`config.mk`:
```
export PLATFORM = sky130hd
export DESIGN_NAME = imem_loader
export DESIGN_NICKNAME = d
export VERILOG_FILES = /design/src/rtl/imem_loader.sv
export SDC_FILE = /design/constraint.sdc
export NUM_CORES = 1
export LEC_CHECK = 0
export CELL_PAD_IN_SITES_DETAIL_PLACEMENT = 0
export CELL_PAD_IN_SITES_GLOBAL_PLACEMENT = 1
export CORE_MARGIN = 2
export CORE_UTILIZATION = 44
export CTS_CLUSTER_SIZE = 30
export DETAILED_ROUTE_END_ITERATION = 16
export GPL_TIMING_DRIVEN = 1
export MAX_ROUTING_LAYER = met4
export PLACE_DENSITY = 0.87
export SYNTH_ARGS = -nofsm -noshare
export SYNTH_HDL_FRONTEND = slang
export SYNTH_SLANG_ARGS = --single-unit
```
`constraint.sdc`:
```
create_clock -name clock -period 3.34 [get_ports clock]
set_input_delay 0.668 -clock clock [delete_from_list [all_inputs] [get_ports clock]]
set_output_delay 0.668 -clock clock [all_outputs]
set_load 0.005 [all_outputs]
```
`src/rtl/imem_loader.sv`:
```
// imem_loader: boot-time instruction-memory loader.
// Accepts a big-endian byte stream (length, payload words, checksum) over a
// valid/ready handshake. It writes each payload word to consecutive word
// addresses, checks the trailing checksum, and holds the CPU stalled until a
// clean load completes.
//
// Handshake: a byte moves on a rising clock edge where byte_valid and
// byte_ready are both 1. byte_ready is decoded combinationally from the state
// register and does not depend on byte_valid. The source may present or
// withdraw byte_valid in any cycle. byte_data is only looked at on a transfer.
module imem_loader #(
    parameter int ADDR_W = 8
) (
    input  logic              clock,
    input  logic              reset_n,
    input  logic              start,
    input  logic              byte_valid,
    input  logic [7:0]        byte_data,
    output logic              byte_ready,
    output logic              imem_we,
    output logic [ADDR_W-1:0] imem_addr,
    output logic [31:0]       imem_wdata,
    output logic              cpu_hold,
    output logic              done,
    output logic              error,
    output logic [ADDR_W:0]   words_loaded,
    output logic [2:0]        dbg_state
);

    typedef enum logic [2:0] {
        S_IDLE  = 3'd0,
        S_LEN   = 3'd1,
        S_DATA  = 3'd2,
        S_CSUM  = 3'd3,
        S_DONE  = 3'd4,
        S_ERROR = 3'd5
    } state_t;

    // Capacity as a 32-bit value so the 32-bit length field compares directly.
    localparam logic [31:0] MAX_WORDS = 32'd1 << ADDR_W;

    state_t          state;
    state_t          state_next;
    logic [1:0]      byte_cnt;
    logic [23:0]     shift_q;     // first three bytes of the word being assembled
    logic [ADDR_W:0] word_cnt;
    logic [ADDR_W:0] len_q;
    logic [31:0]     acc;

    logic            xfer;
    logic            word_end;
    logic            launch;
    logic [31:0]     full_word;
    logic [ADDR_W:0] word_cnt_inc;

    // Handshake and field-completion decode shared by the FSM and datapath.
    always_comb begin
        byte_ready   = 1'b0;
        launch       = 1'b0;
        if (state == S_LEN || state == S_DATA || state == S_CSUM) begin
            byte_ready = 1'b1;
        end
        if (state == S_IDLE || state == S_DONE || state == S_ERROR) begin
            launch = start;
        end
        xfer         = byte_valid & byte_ready;
        word_end     = xfer & (byte_cnt == 2'd3);
        full_word    = {shift_q, byte_data};
        word_cnt_inc = word_cnt + (ADDR_W+1)'(1);
    end

    // State register.
    always_ff @(posedge clock or negedge reset_n) begin
        if (!reset_n) begin
            state <= S_IDLE;
        end else begin
            state <= state_next;
        end
    end

    // Next-state logic; start only matters in the idle/terminal states.
    always_comb begin
        state_next = state;
        case (state)
            S_IDLE, S_DONE, S_ERROR: begin
                if (launch) state_next = S_LEN;
            end
            S_LEN: begin
                if (word_end) begin
                    if (full_word > MAX_WORDS)   state_next = S_ERROR;
                    else if (full_word == 32'd0) state_next = S_CSUM;
                    else                         state_next = S_DATA;
                end
            end
            S_DATA: begin
                if (word_end && word_cnt_inc == len_q) state_next = S_CSUM;
            end
            S_CSUM: begin
                if (word_end) begin
                    if (full_word == acc) state_next = S_DONE;
                    else                  state_next = S_ERROR;
                end
            end
            default: state_next = S_IDLE;
        endcase
    end

    // Byte assembly, word counting, checksum accumulation and the registered outputs.
    always_ff @(posedge clock or negedge reset_n) begin
        if (!reset_n) begin
            byte_cnt     <= 2'd0;
            shift_q      <= 24'd0;
            word_cnt     <= '0;
            len_q        <= '0;
            acc          <= 32'd0;
            imem_we      <= 1'b0;
            imem_addr    <= '0;
            imem_wdata   <= 32'd0;
            cpu_hold     <= 1'b1;
            done         <= 1'b0;
            error        <= 1'b0;
            words_loaded <= '0;
        end else begin
            imem_we  <= 1'b0;
            // The CPU may run only in DONE; follow the next state so it releases with done.
            cpu_hold <= (state_next != S_DONE);

            if (launch) begin
                byte_cnt     <= 2'd0;
                word_cnt     <= '0;
                acc          <= 32'd0;
                words_loaded <= '0;
                done         <= 1'b0;
                error        <= 1'b0;
            end

            if (xfer) begin
                byte_cnt <= byte_cnt + 2'd1;
                shift_q  <= {shift_q[15:0], byte_data};
            end

            if (word_end) begin
                case (state)
                    S_LEN: begin
                        len_q <= full_word[ADDR_W:0];
                        if (full_word > MAX_WORDS) error <= 1'b1;
                    end
                    S_DATA: begin
                        imem_we      <= 1'b1;
                        imem_addr    <= word_cnt[ADDR_W-1:0];
                        imem_wdata   <= full_word;
                        word_cnt     <= word_cnt_inc;
                        words_loaded <= word_cnt_inc;
                        acc          <= acc + full_word;
                    end
                    S_CSUM: begin
                        if (full_word == acc) done  <= 1'b1;
                        else                  error <= 1'b1;
                    end
                    default: ;
                endcase
            end
        end
    end

    assign dbg_state = state;

endmodule

```
# ---- Yosys cells after proc, flatten, opt, wreduce, memory -nomap -nowiden
# Index checks and enable logic that the tools add are counted.
dict set report word_totals {
  reg_bits 132
  inputBits 12
  out_inout_bits 57
  word_cells 71
}
dict set report op_classes {
  addsub 3
  n_lt_le_gt_ge 1
  n_eq_ne 9
  muxes 32
  bitwise_logic 2
  reduce_logical 11
}
# cell count
set ops {}
lappend ops {{32-bit 2-to-1 mux} 3}
lappend ops {{9-bit 2-to-1 mux} 6}
lappend ops {{32-bit adder} 1}
lappend ops {{32-bit == test} 1}
lappend ops {{32-bit by 9-bit > comparator with 1-bit output (second input constant)} 1}
lappend ops {{32-bit zero test} 1}
lappend ops {{3-bit 2-to-1 mux} 5}
lappend ops {{1-bit 2-to-1 mux} 14}
lappend ops {{3-bit one-hot mux with 4 select lines} 1}
lappend ops {{9-bit by 1-bit adder with 9-bit output (second input constant)} 1}
lappend ops {{9-bit == test} 1}
lappend ops {{3-bit by 2-bit == test with 1-bit output (second input constant)} 2}
lappend ops {{3-bit == test (second input constant)} 2}
lappend ops {{1-bit logical OR} 4}
lappend ops {{2-bit 2-to-1 mux} 2}
lappend ops {{2-bit AND reduction} 2}
lappend ops {{3-bit by 1-bit == test with 1-bit output (second input constant)} 1}
lappend ops {{3-bit zero test} 1}
lappend ops {{3-bit inequality test (second input constant)} 1}
lappend ops {{3-bit OR reduction} 1}
lappend ops {{2-bit by 1-bit adder with 2-bit output (second input constant)} 1}
lappend ops {{1-bit AND} 2}
lappend ops {{2-bit == test (second input constant)} 1}
lappend ops {{1-bit one-hot mux with 2 select lines} 1}
lappend ops {{other kinds (2)} 2}

# ---- Longest topological paths before layout
# Gate-level depths: netlist (run 1).
dict set report logic_depth {
  ltp_word 10
  ltp_mapped 12
  ltp_nobuf 12
}

# ---- Least setup slack after synthesis (run 1)
# Ideal clock, no wire load.
dict set report synth_path {
  path_kind {input to register}
  from {input byte_data[1]}
  to {register acc[31]}
  setup_ns 0.133
  arrival_ns 2.524
  t_required_ns 3.207
  setup_slack_ns 0.683
  cell_stages 10
  path_buffers 0
  path_cell_list {ha_1 > a211o_1 > a21oi_4 > a21boi_2 > o31ai_2 > a31o_2 > o21ai_2 > a31oi_4 > mux2i_1 > o211ai_1}
}
dict set report synth_via {
  elab_chain_len 3
}
# element line
set synth_lines {}
lappend synth_lines {{start, declared} 18} ;# input logic [7:0] byte_data,
lappend synth_lines {{32-bit adder} 154} ;# acc <= acc + full_word;
lappend synth_lines {{32-bit 2-to-1 mux} 143} ;# case (state)
lappend synth_lines {{32-bit 2-to-1 mux} 142} ;# if (word_end) begin
lappend synth_lines {{end signal, assigned} 154}
lappend synth_lines {{end, declared} 48} ;# logic [31:0] acc;
# Every way passes these cells.
# A chain may end at the register's enable or synchronous reset.

# ---- Worst setup path in the final report (run 1)
dict set report layout_path {
  from {input byte_data[0]}
  to {register acc[30]}
}
# Same word-level chain as after synthesis.

==> flow_summary.yaml, run 1 <==
run_status:
  status: "completed"
pwr:
  p_switching_w: 0.001625
  clockPowerShare: 0.385
  p_int_w: 0.003575
  power_density_nw_per_um2: 602.3
  p_leak_nw: 4.222
  swShare: 0.3125
  power_frac_seq: 0.402
  ir_worst_vdd_uv: 349.2
  p_comb_frac: 0.213
  total_power_w: 0.005200
setup_path:
  cp_cell_sequence: "clkdlybuf4s50_1 > ha_1 > inv_1 > fa_1 > nor2b_1 > o2111ai_1 > nand4b_1 > a31o_1 > a21o_1 > a31o_1 > a31oi_2 > xnor2_1 > o21ai_1"
  start_kind: "input pin"
  setup.worst_path.end_class: "register"
  cp_data_required_time_ps: 3610
  crit_type: "in2reg"
  worst-path-max-fanout: 3
  cpMaxStageDelayCell: "clkdlybuf4s50_1"
  cp.arrival_ps: 3270
  crit_path_frequent_cell: "a31o_1"
  slowest_delay_ps: 440
timing:
  period_share: 0.8968
  rsz0062_at_grt: "false"
  final_hold_viol_count: 0
  setup_slack_ps: 344.7
  fmax_mhz: 333.9
  final.setup.tns_ps: 0
  final_max_slew_viol_count: 0
  skew_ps: 9.849
  min_period_ps: 2995
  worstMarginPinSlew_ps: 671.8
  max_slew_margin: 0.5522
  finalSetupViolCount: 0
placed_design:
  gp_congestion: 0.9420
  dp_hpwl_mm: 12.09
  port_buffers: 68
  post-place-ws_ps: -19.67
routing:
  vias: 5788
  wl_per_cell_um: 16.28
  drc: 0
  drtPass1Iterations: 5
  viasPerCell: 5.339
  antenna_left: 0
  wl_mm: 17.64
  drt_iter0_drc: 280
synthesis:
  yosys.area_share.adder: 0.06158
  ys_ff_latch: 132
  async_reset_ff_frac: 1.000
  syn_inst: 788
  synth_edf_count: 0
  yosysUniqueCellTypes: 60
  yosys-top-cells-area: "dfrtp_1, nand2_1, ha_1"
  synth_area_per_cell_um2: 8.922
  synth_top_family_by_area: "simple AND/OR/NAND/NOR gates"
  yosysSeqAreaShare: 0.4700
  synthTopCellsByCount: "nand2_1, dfrtp_1, o21ai_0, clkbuf_1, ha_1"
  synthSimpleGateAreaFrac: 0.2116
  synth_xor_area_frac: 0.05855
  synth_ff_type: "dfrtp_1"
  yosys-mux-area-fraction: 0.01584
  synth_top_area_frac: 0.4663
  netlist_area_um2: 7030
  synth_fp_nets: 834
  synth.most_common_cell: "nand2_1"
  yosys_warnings: 0
  yosysTopAreaCell: "dfrtp_1"
  synth_compound_area_frac: 0.1534
clock_network:
  post_cts_buffers: 0
  htree_levels: 4
  cts_sinks: 132
  cts_tree: "yes"
  cts_resized: 0
  postCtsHoldBufs: 0
  clockBufferDepth: 2
  numCtsBuffers: 17
  worstSkewPairLatency_ps: 420
  clockRootBuffer: "clkbuf_16"
  cts.reportedPaths.clkPinSlew_ps: 60
global_route:
  grt_pass1_wl_mm: 29.61
  grt_max_degree: 70
  grt_pass1_vias: 5780
  grt.total_usage: 0.2309
  antenna_found_initial: 0
  overflow: 0
floorplanning:
  fp.dieH_um: 130.4
  ios: 69
  row_count: 46
  core-area_um2: 15770
  initial_utilization: 0.4458
  fp.dieArea_um2: 17010
  fp.dieW_um: 130.4
finish:
  syn2layout_area_growth_pct: 22.82
  final_nets: 901
  drive_gt1_frac: 0.09227
run:
  max-cap-violations: 0
min_path:
  hp-class: "in2async"
-- critical path: cells and delay by family --
kind	cells	cell delay, ps
AO/OA/AOI/OAI	6	1240
buffers and inverters	2	510
adder cells (fa/ha/maj)	2	430
AND/OR/NAND/NOR	2	260
XOR/XNOR	1	160
-- final timing paths --
check,start,endpoint,slack [ps],cells after the start
worst min-delay path,reset_n,shift_q[19]$_DFFE_PN0P_,240,1
min in group clock,imem_wdata[26]$_DFFE_PN0P_,imem_wdata[26]$_DFFE_PN0P_,470,2
worst max-delay path,byte_data[0],acc[30]$_DFF_PN0_,340,13
worst max register to register,shift_q[1]$_DFFE_PN0P_,acc[30]$_DFF_PN0_,560,10
worst min register to register,imem_wdata[26]$_DFFE_PN0P_,imem_wdata[26]$_DFFE_PN0P_,470,2
max in group asynchronous,reset_n,cpu_hold$_DFF_PN1_,2300,2
-- cell usage in the layout (no fill, tap or decap), types with 2 or more instances in the layout --
cell type	netlist	layout
a31oi_1	3	3
nor3_1	5	5
a22o_1	7	7
a21oi_2	3	3
o21bai_1	4	4
nand2b_1	8	8
o31ai_1	5	5
nand2_1	247	247
clkbuf_8	0	4
clkbuf_16	0	17
nor4_1	14	14
nand3_1	14	14
xnor2_1	25	25
xor2_1	22	22
ha_1	33	33
buf_4	0	25
a31o_1	2	2
and3_1	7	7
inv_1	7	7
clkinv_2	0	2
o21ai_0	48	48
a21o_1	28	28
o211ai_1	4	4
bufinv_16	0	4
o211a_1	2	2
o21ai_1	12	12
and2_1	5	5
dfrtp_1	131	131
nor2b_1	3	3
mux2_2	9	9
nand4_1	11	11
or2_1	2	2
clkbuf_1	40	2
a211o_1	2	2
clkdlybuf4s50_1	0	67
a21oi_1	28	28
nor2_1	25	25
-- registers in the layout, indices dropped and copies added (netlist names) --
signal	count
words_loaded	9
imem_wdata	32
len_q	9
imem_addr	8
done	1
byte_cnt	2
imem_we	1
dbg_state	3
shift_q	24
error	1
acc	32
word_cnt	9
cpu_hold	1
-- logic make-up after synthesis --
group           after synthesis
mux                          10
compound gates              164
buf+inv                      53
simple gates                348
xor+xnor                     47
fa+ha+maj                    34
flops                       132
-- per-stage QoR --
stage | hold slack (ps) | utilization | std cells | area, µm²
2_1_floorplan | 372.4 | - | 788 | 7030
3_3_place_gp | 457.3 | 0.5071 | 1052 | 7998
3_5_place_dp | 461.7 | 0.5071 | 1052 | 7998
4_1_cts | 252.9 | 0.5474 | 1083 | 8632
5_1_grt | 282.6 | 0.5474 | 1083 | 8632
6_report | 235.6 | 0.5475 | 1084 | 8635
-- cell type report --
cell class | count | area, µm²
Sequential cell | 132 | 3304
Clock buffer | 23 | 488.0
Multi-Input combinational cell | 603 | 3523
Fill cell | 1503 | 7136
Timing Repair Buffer | 93 | 869.6
Inverter | 8 | 30.03
Antenna cell | 1 | 2.502
Tap cell | 216 | 270.3
Clock inverter | 8 | 146.4
-- power groups by stage --
stage / combinational, W / sequential, W / clock, W
global route: 0.00124 / 0.00213 / 0.00211
finish: 0.00111 / 0.00209 / 0.00200
floorplan: 0.000817 / 0.00198 / 0
CTS: 0.00111 / 0.00209 / 0.00204
global placement: 0.00109 / 0.00212 / 0
detailed placement: 0.00110 / 0.00212 / 0
-- routing by layer --
metal	track usage	share of wire	vias up
met5	-	0	-
met3	0.03990	0.035	32
li1	-	-	2827
met4	0.08636	0.024	0
met2	0.3643	0.46	128
met1	0.3012	0.48	2801
Power figures use the tool's default switching activity.
==> inputs of run 2 (changes only) <==
- CTS_CLUSTER_DIAMETER: default -> 40
==> results of run 2 <==
Final layout, timing and power as in run 1 (identical DEF).
==> edit 1: new RTL, settings of run 2 <==
`ADDR_W`: 8 -> 9.
--- a/src/rtl/imem_loader.sv
+++ b/src/rtl/imem_loader.sv
@@ -11,3 +11,3 @@
 module imem_loader #(
-    parameter int ADDR_W = 8
+    parameter int ADDR_W = 9
 ) (
Ports: changed (resized imem_addr and words_loaded); port bits go from 69 to 71. The function was not compared with the original's and may differ.
==> edit 1 against run 2 <==
Total power barely moved. Via count increased by 0.88%. Sequential cell count grew 4. Non-clock buffer count increased by 2. Utilization grew 0.76 points. Design area up 2.5%. Synthesized area rose by 2.7%. Worst setup slack worse by 0.087 ns. Worst hold slack better by 0.043 ns. Routed wire length increased by 1.1%. Global-route usage decreased by 1.1 points. Critical endpoint unchanged. Largest cell class unchanged.
==> edit 1: results (changes against run 2) <==
critical path buffer and inverter count -> 3 (was 2)
placed cells -> 1036 (was 1052)
crit-path max cell delay -> 0.50 ns (was 0.44 ns)
post_cts resized -> 0 (unchanged)
skew final -> 0.0113 ns (was 0.00985 ns)
syn_nets -> 805 (was 834)
layout cells sized above 1 -> 13.3% (was 9.23%)
Post-synth top cells -> nand2_1, dfrtp_1, o21ai_0 (unchanged)
arrival time at the worst endpoint -> 3.43 ns (was 3.27 ns)
Vias per Instance -> 5.47 (was 5.34)
non-filler cells, final -> 1068 (was 1084)
critical path's top delay family -> compound AO/OA/AOI/OAI gates (unchanged)
initial antenna violation count -> 0 (unchanged)
internal power -> 3500 uW (was 3580 uW)
first-pass GRT wire length -> 29900 microns (was 29600 microns)
root buffer cell -> clkbuf_16 (unchanged)
Port Buffers -> 70 (was 68)
Slew @ Worst Pin -> 1.11 ns (was 0.672 ns)
P_leak -> 0.00406 uW (was 0.00422 uW)
gr usage total -> 22.0% (was 23.1%)
gpl congestion -> 0.904 (was 0.942)
worst-case clock buffer depth -> 2 (unchanged)
WL final -> 17800 microns (was 17600 microns)
Synth Instances -> 759 (was 788)
outcome -> completed (unchanged)
setup repair bufs after CTS -> 0 (unchanged)
dpl ws -> -0.161 ns (was -0.0197 ns)
number of global-route vias before repair -> 5684 (was 5780)
synth unique cells -> 60 (unchanged)
Slowest-stage cell, CP -> clkdlybuf4s50_1 (unchanged)
Synth Warn # -> 0 (unchanged)
IR drop worst, VDD -> 0.424 mV (was 0.349 mV)
pin count of the biggest net entering global routing -> 78 (was 70)
Async S/R FF share, synth -> 100% (unchanged)
n_diodes -> 0 (was 1)
Iteration-0 DRC Markers -> 345 (was 280)
Nets -> 885 (was 901)
clk slew on worst S/H paths -> 0.06 ns (about the same)
top post-synthesis cells by area -> dfrtp_1, nand2_1, ha_1 (unchanged)
register area share after synthesis -> 47.1% (was 47.0%)
HPWL Detailed -> 12400 microns (was 12100 microns)
top flop regs -> acc: 32 flops, imem_wdata: 32 flops, shift_q: 24 flops (unchanged)
drt pass-1 iters -> 6 (was 5)
## edit 1: stage by stage
step	hold WS (ns)	total power (uW)	setup TNS (ns)	area, sq um
floorplan	0.372	2920	0	7220
global placement	0.457	3310	-0.188	8260
detailed placement	0.462	3330	-0.607	8260
global route	0.315	5450	0	8850
finish	0.278	5200	0	8850
CTS	0.295	5220	0	8850
## edit 1: final timing paths
check,from,to,slack (ns),depth (start not counted)
max,byte_data[0],acc[30],0.26,13
min,reset_n,acc[11],0.28,1
max reg2reg,shift_q[14],acc[31],0.59,10
min reg2reg,imem_wdata[21],imem_wdata[21],0.47,2
max in group asynchronous,reset_n,cpu_hold,2.24,2
min in group clock,imem_wdata[21],imem_wdata[21],0.47,2
## edit 1: power by group through the flow
| stage | sequential, uW | combinational (uW) | clock [uW] |
|---|---|---|---|
| 6_report | 2190 | 1140 | 1880 |
| 3_3_place_gp | 2200 | 1110 | 0 |
| 4_1_cts | 2180 | 1130 | 1910 |
| 2_1_floorplan | 2050 | 866 | 0 |
| 5_1_grt | 2210 | 1270 | 1980 |
| 3_5_place_dp | 2210 | 1120 | 0 |
## edit 1: kinds of logic (layout without fill, tap and decap cells)
logic type | count (synthesis) | count (layout) | share of synthesized area, %
multiplexers | 34 | 34 | 5.29
buffers and inverters | 47 | 140 | 2.60
AO/OA/AOI/OAI | 160 | 160 | 13.7
flip-flops | 136 | 136 | 47.1
XOR/XNOR | 44 | 44 | 5.44
adder cells (fa/ha/maj) | 34 | 34 | 6.00
AND/OR/NAND/NOR | 304 | 304 | 19.8
## edit 1: metal layers
metal | vias to the layer above | part of all wire (%) | global-route usage [%]
li1 | 2842 | - | -
met5 | - | 0 | -
met3 | 26 | 3.2 | 3.46
met4 | 0 | 1.8 | 7.31
met2 | 120 | 47 | 33.9
met1 | 2851 | 48 | 29.8
## edit 1: worst reg2reg max path: stages (launching register included)
cell       delay (ns)
dfrtp_1          0.46
ha_1             0.48
and3_1           0.30
nor3b_1          0.37
nor2b_1          0.18
a22o_1           0.13
nor2_1           0.05
buf_4            0.15
a211oi_2         0.27
o2111ai_1        0.15
o211ai_1         0.12
## edit 1: layout make-up
cell class	instances	area (sq um)
timing repair buffer	95	902
tap	216	270
sequential	136	3400
multi-input combinational	576	3640
fill	1424	7090
clock inverter	15	164
inverter	13	48.8
clock buffer	17	425
==> edit 2: new RTL, config.mk and constraints of run 2 <==
Without the edit above. Make the reset (`reset_n`) synchronous in 2 clocked blocks.
--- a/src/rtl/imem_loader.sv
+++ b/src/rtl/imem_loader.sv
@@ -72,3 +72,3 @@
     // State register.
-    always_ff @(posedge clock or negedge reset_n) begin
+    always_ff @(posedge clock) begin
         if (!reset_n) begin
@@ -108,3 +108,3 @@
     // Byte assembly, word counting, checksum accumulation and the registered outputs.
-    always_ff @(posedge clock or negedge reset_n) begin
+    always_ff @(posedge clock) begin
         if (!reset_n) begin
Behaviour: differs if reset_n is asserted again (counterexample within 4 cycles, from zero or initial values and one cycle with reset_n low); with reset_n held inactive, the same outputs for 10 cycles.
==> edit 2 against run 2 <==
Utilization grew 0.74 points. Critical endpoint is now acc[24]. Routed wire length increased by 1.8%. Synthesized cell count up 7.1%. Clock skew shrank 0.0030 ns. Design area is 2.7% lower. Worst setup slack got worse by 0.14 ns. Synthesized area fell by 3.2%. Sequential cell count stayed put. Non-clock buffer count up 12. First-iteration DRC count rose by 67%.
Power is not compared: it rests on default switching activity, and its combinational part moved more than twofold at a synthesized area within 25%.
==> edit 2: results (changes against run 2) <==
outcome -> completed (unchanged)
Avg Inst Size Synth -> 8.06 sq um (was 8.92 sq um)
gpl congestion -> 0.906 (was 0.942)
skew final -> 0.00680 ns (was 0.00985 ns)
critical path fanouts, max -> 4 (was 3)
Slew @ Worst Pin -> 0.807 ns (was 0.672 ns)
final worst path period share -> 93.8% (was 89.7%)
Placed Area -> 0.00784 sq mm (was 0.00800 sq mm)
FF-to-FF setup slack -> 0.42 ns (was 0.56 ns)
first-pass GRT wire length -> 29600 microns (about the same)
WL final -> 18000 microns (was 17600 microns)
register area share after synthesis -> 38.8% (was 47.0%)
worst hold margin -> 0.456 ns (was 0.236 ns)
arrival time at the worst endpoint -> 3.45 ns (was 3.27 ns)
gr usage total -> 23.3% (was 23.1%)
syn_nets -> 890 (was 834)
number of global-route vias before repair -> 5569 (was 5780)
HP Class -> reg2reg (was in2async)
HPWL Detailed -> 12900 microns (was 12100 microns)
synth unique cells -> 61 (was 60)
top post-synthesis cells by area -> dfxtp_1, nand2_1, a21boi_0 (was dfrtp_1, nand2_1, ha_1)
FF-to-FF Start -> shift_q[0] (was shift_q[1])
n_diodes -> 0 (was 1)
fin util -> 55.5% (was 54.8%)
placed cells -> 1091 (was 1052)
## edit 2: worst paths after layout
check             to  cells past startpoint
max          acc[24]                     12
min          acc[14]                      2
max reg2reg  acc[25]                      8
min reg2reg  acc[14]                      2
## edit 2: routing by layer
layer | share of wire (%) | track usage [%] | vias up
li1 | - | - | 3103
met1 | 49 | 33.2 | 2797
met2 | 44 | 34.0 | 172
met3 | 6.0 | 4.95 | 15
met4 | 0.97 | 5.30 | 0
met5 | 0 | - | -
## edit 2: timing repair
item / CTS / global route
setup buffers: 0 / 0
hold buffers: 0 / 0
setup endpoints to repair: 0 / 2
gates resized for setup: 0 / 1
## edit 2: cell type report
| type | count | share of cell area [%] |
|---|---|---|
| Clock inverter | 12 | 1.25 |
| Clock buffer | 20 | 5.43 |
| Inverter | 9 | 0.402 |
| Timing Repair Buffer | 105 | 11.5 |
| Tap cell | 188 | 2.80 |
| Multi-Input combinational cell | 657 | 47.2 |
| Sequential cell | 132 | 31.4 |
## edit 2: critical path, stage by stage
cell and delay [ns]:
clkdlybuf4s50_1 0.51, ha_1 0.18, inv_1 0.05, fa_1 0.37
nand2b_1 0.18, a21oi_1 0.19, o21ai_0 0.16, a31o_2 0.30
o21ai_1 0.23, o2111ai_1 0.16, a21o_1 0.21, a32o_1 0.25
## edit 2: cells by family (layout without fill, tap and decap cells)
kind of cell	count (synthesis)	in the layout	synth area share, %
xor+xnor	35	35	4.50
buf+inv	55	146	3.03
compound gates	236	236	23.5
mux	3	3	0.441
simple gates	349	349	23.3
flops	132	132	38.8
fa+ha+maj	34	34	6.36
## edit 2: power by group through the flow
stage	Sequential (uW)	Clock [uW]	Combinational, uW
2_1_floorplan	1620	0	94.1
3_3_place_gp	1630	0	167
3_5_place_dp	1630	0	167
4_1_cts	1590	1810	167
5_1_grt	1590	1880	183
6_report	1590	1780	167
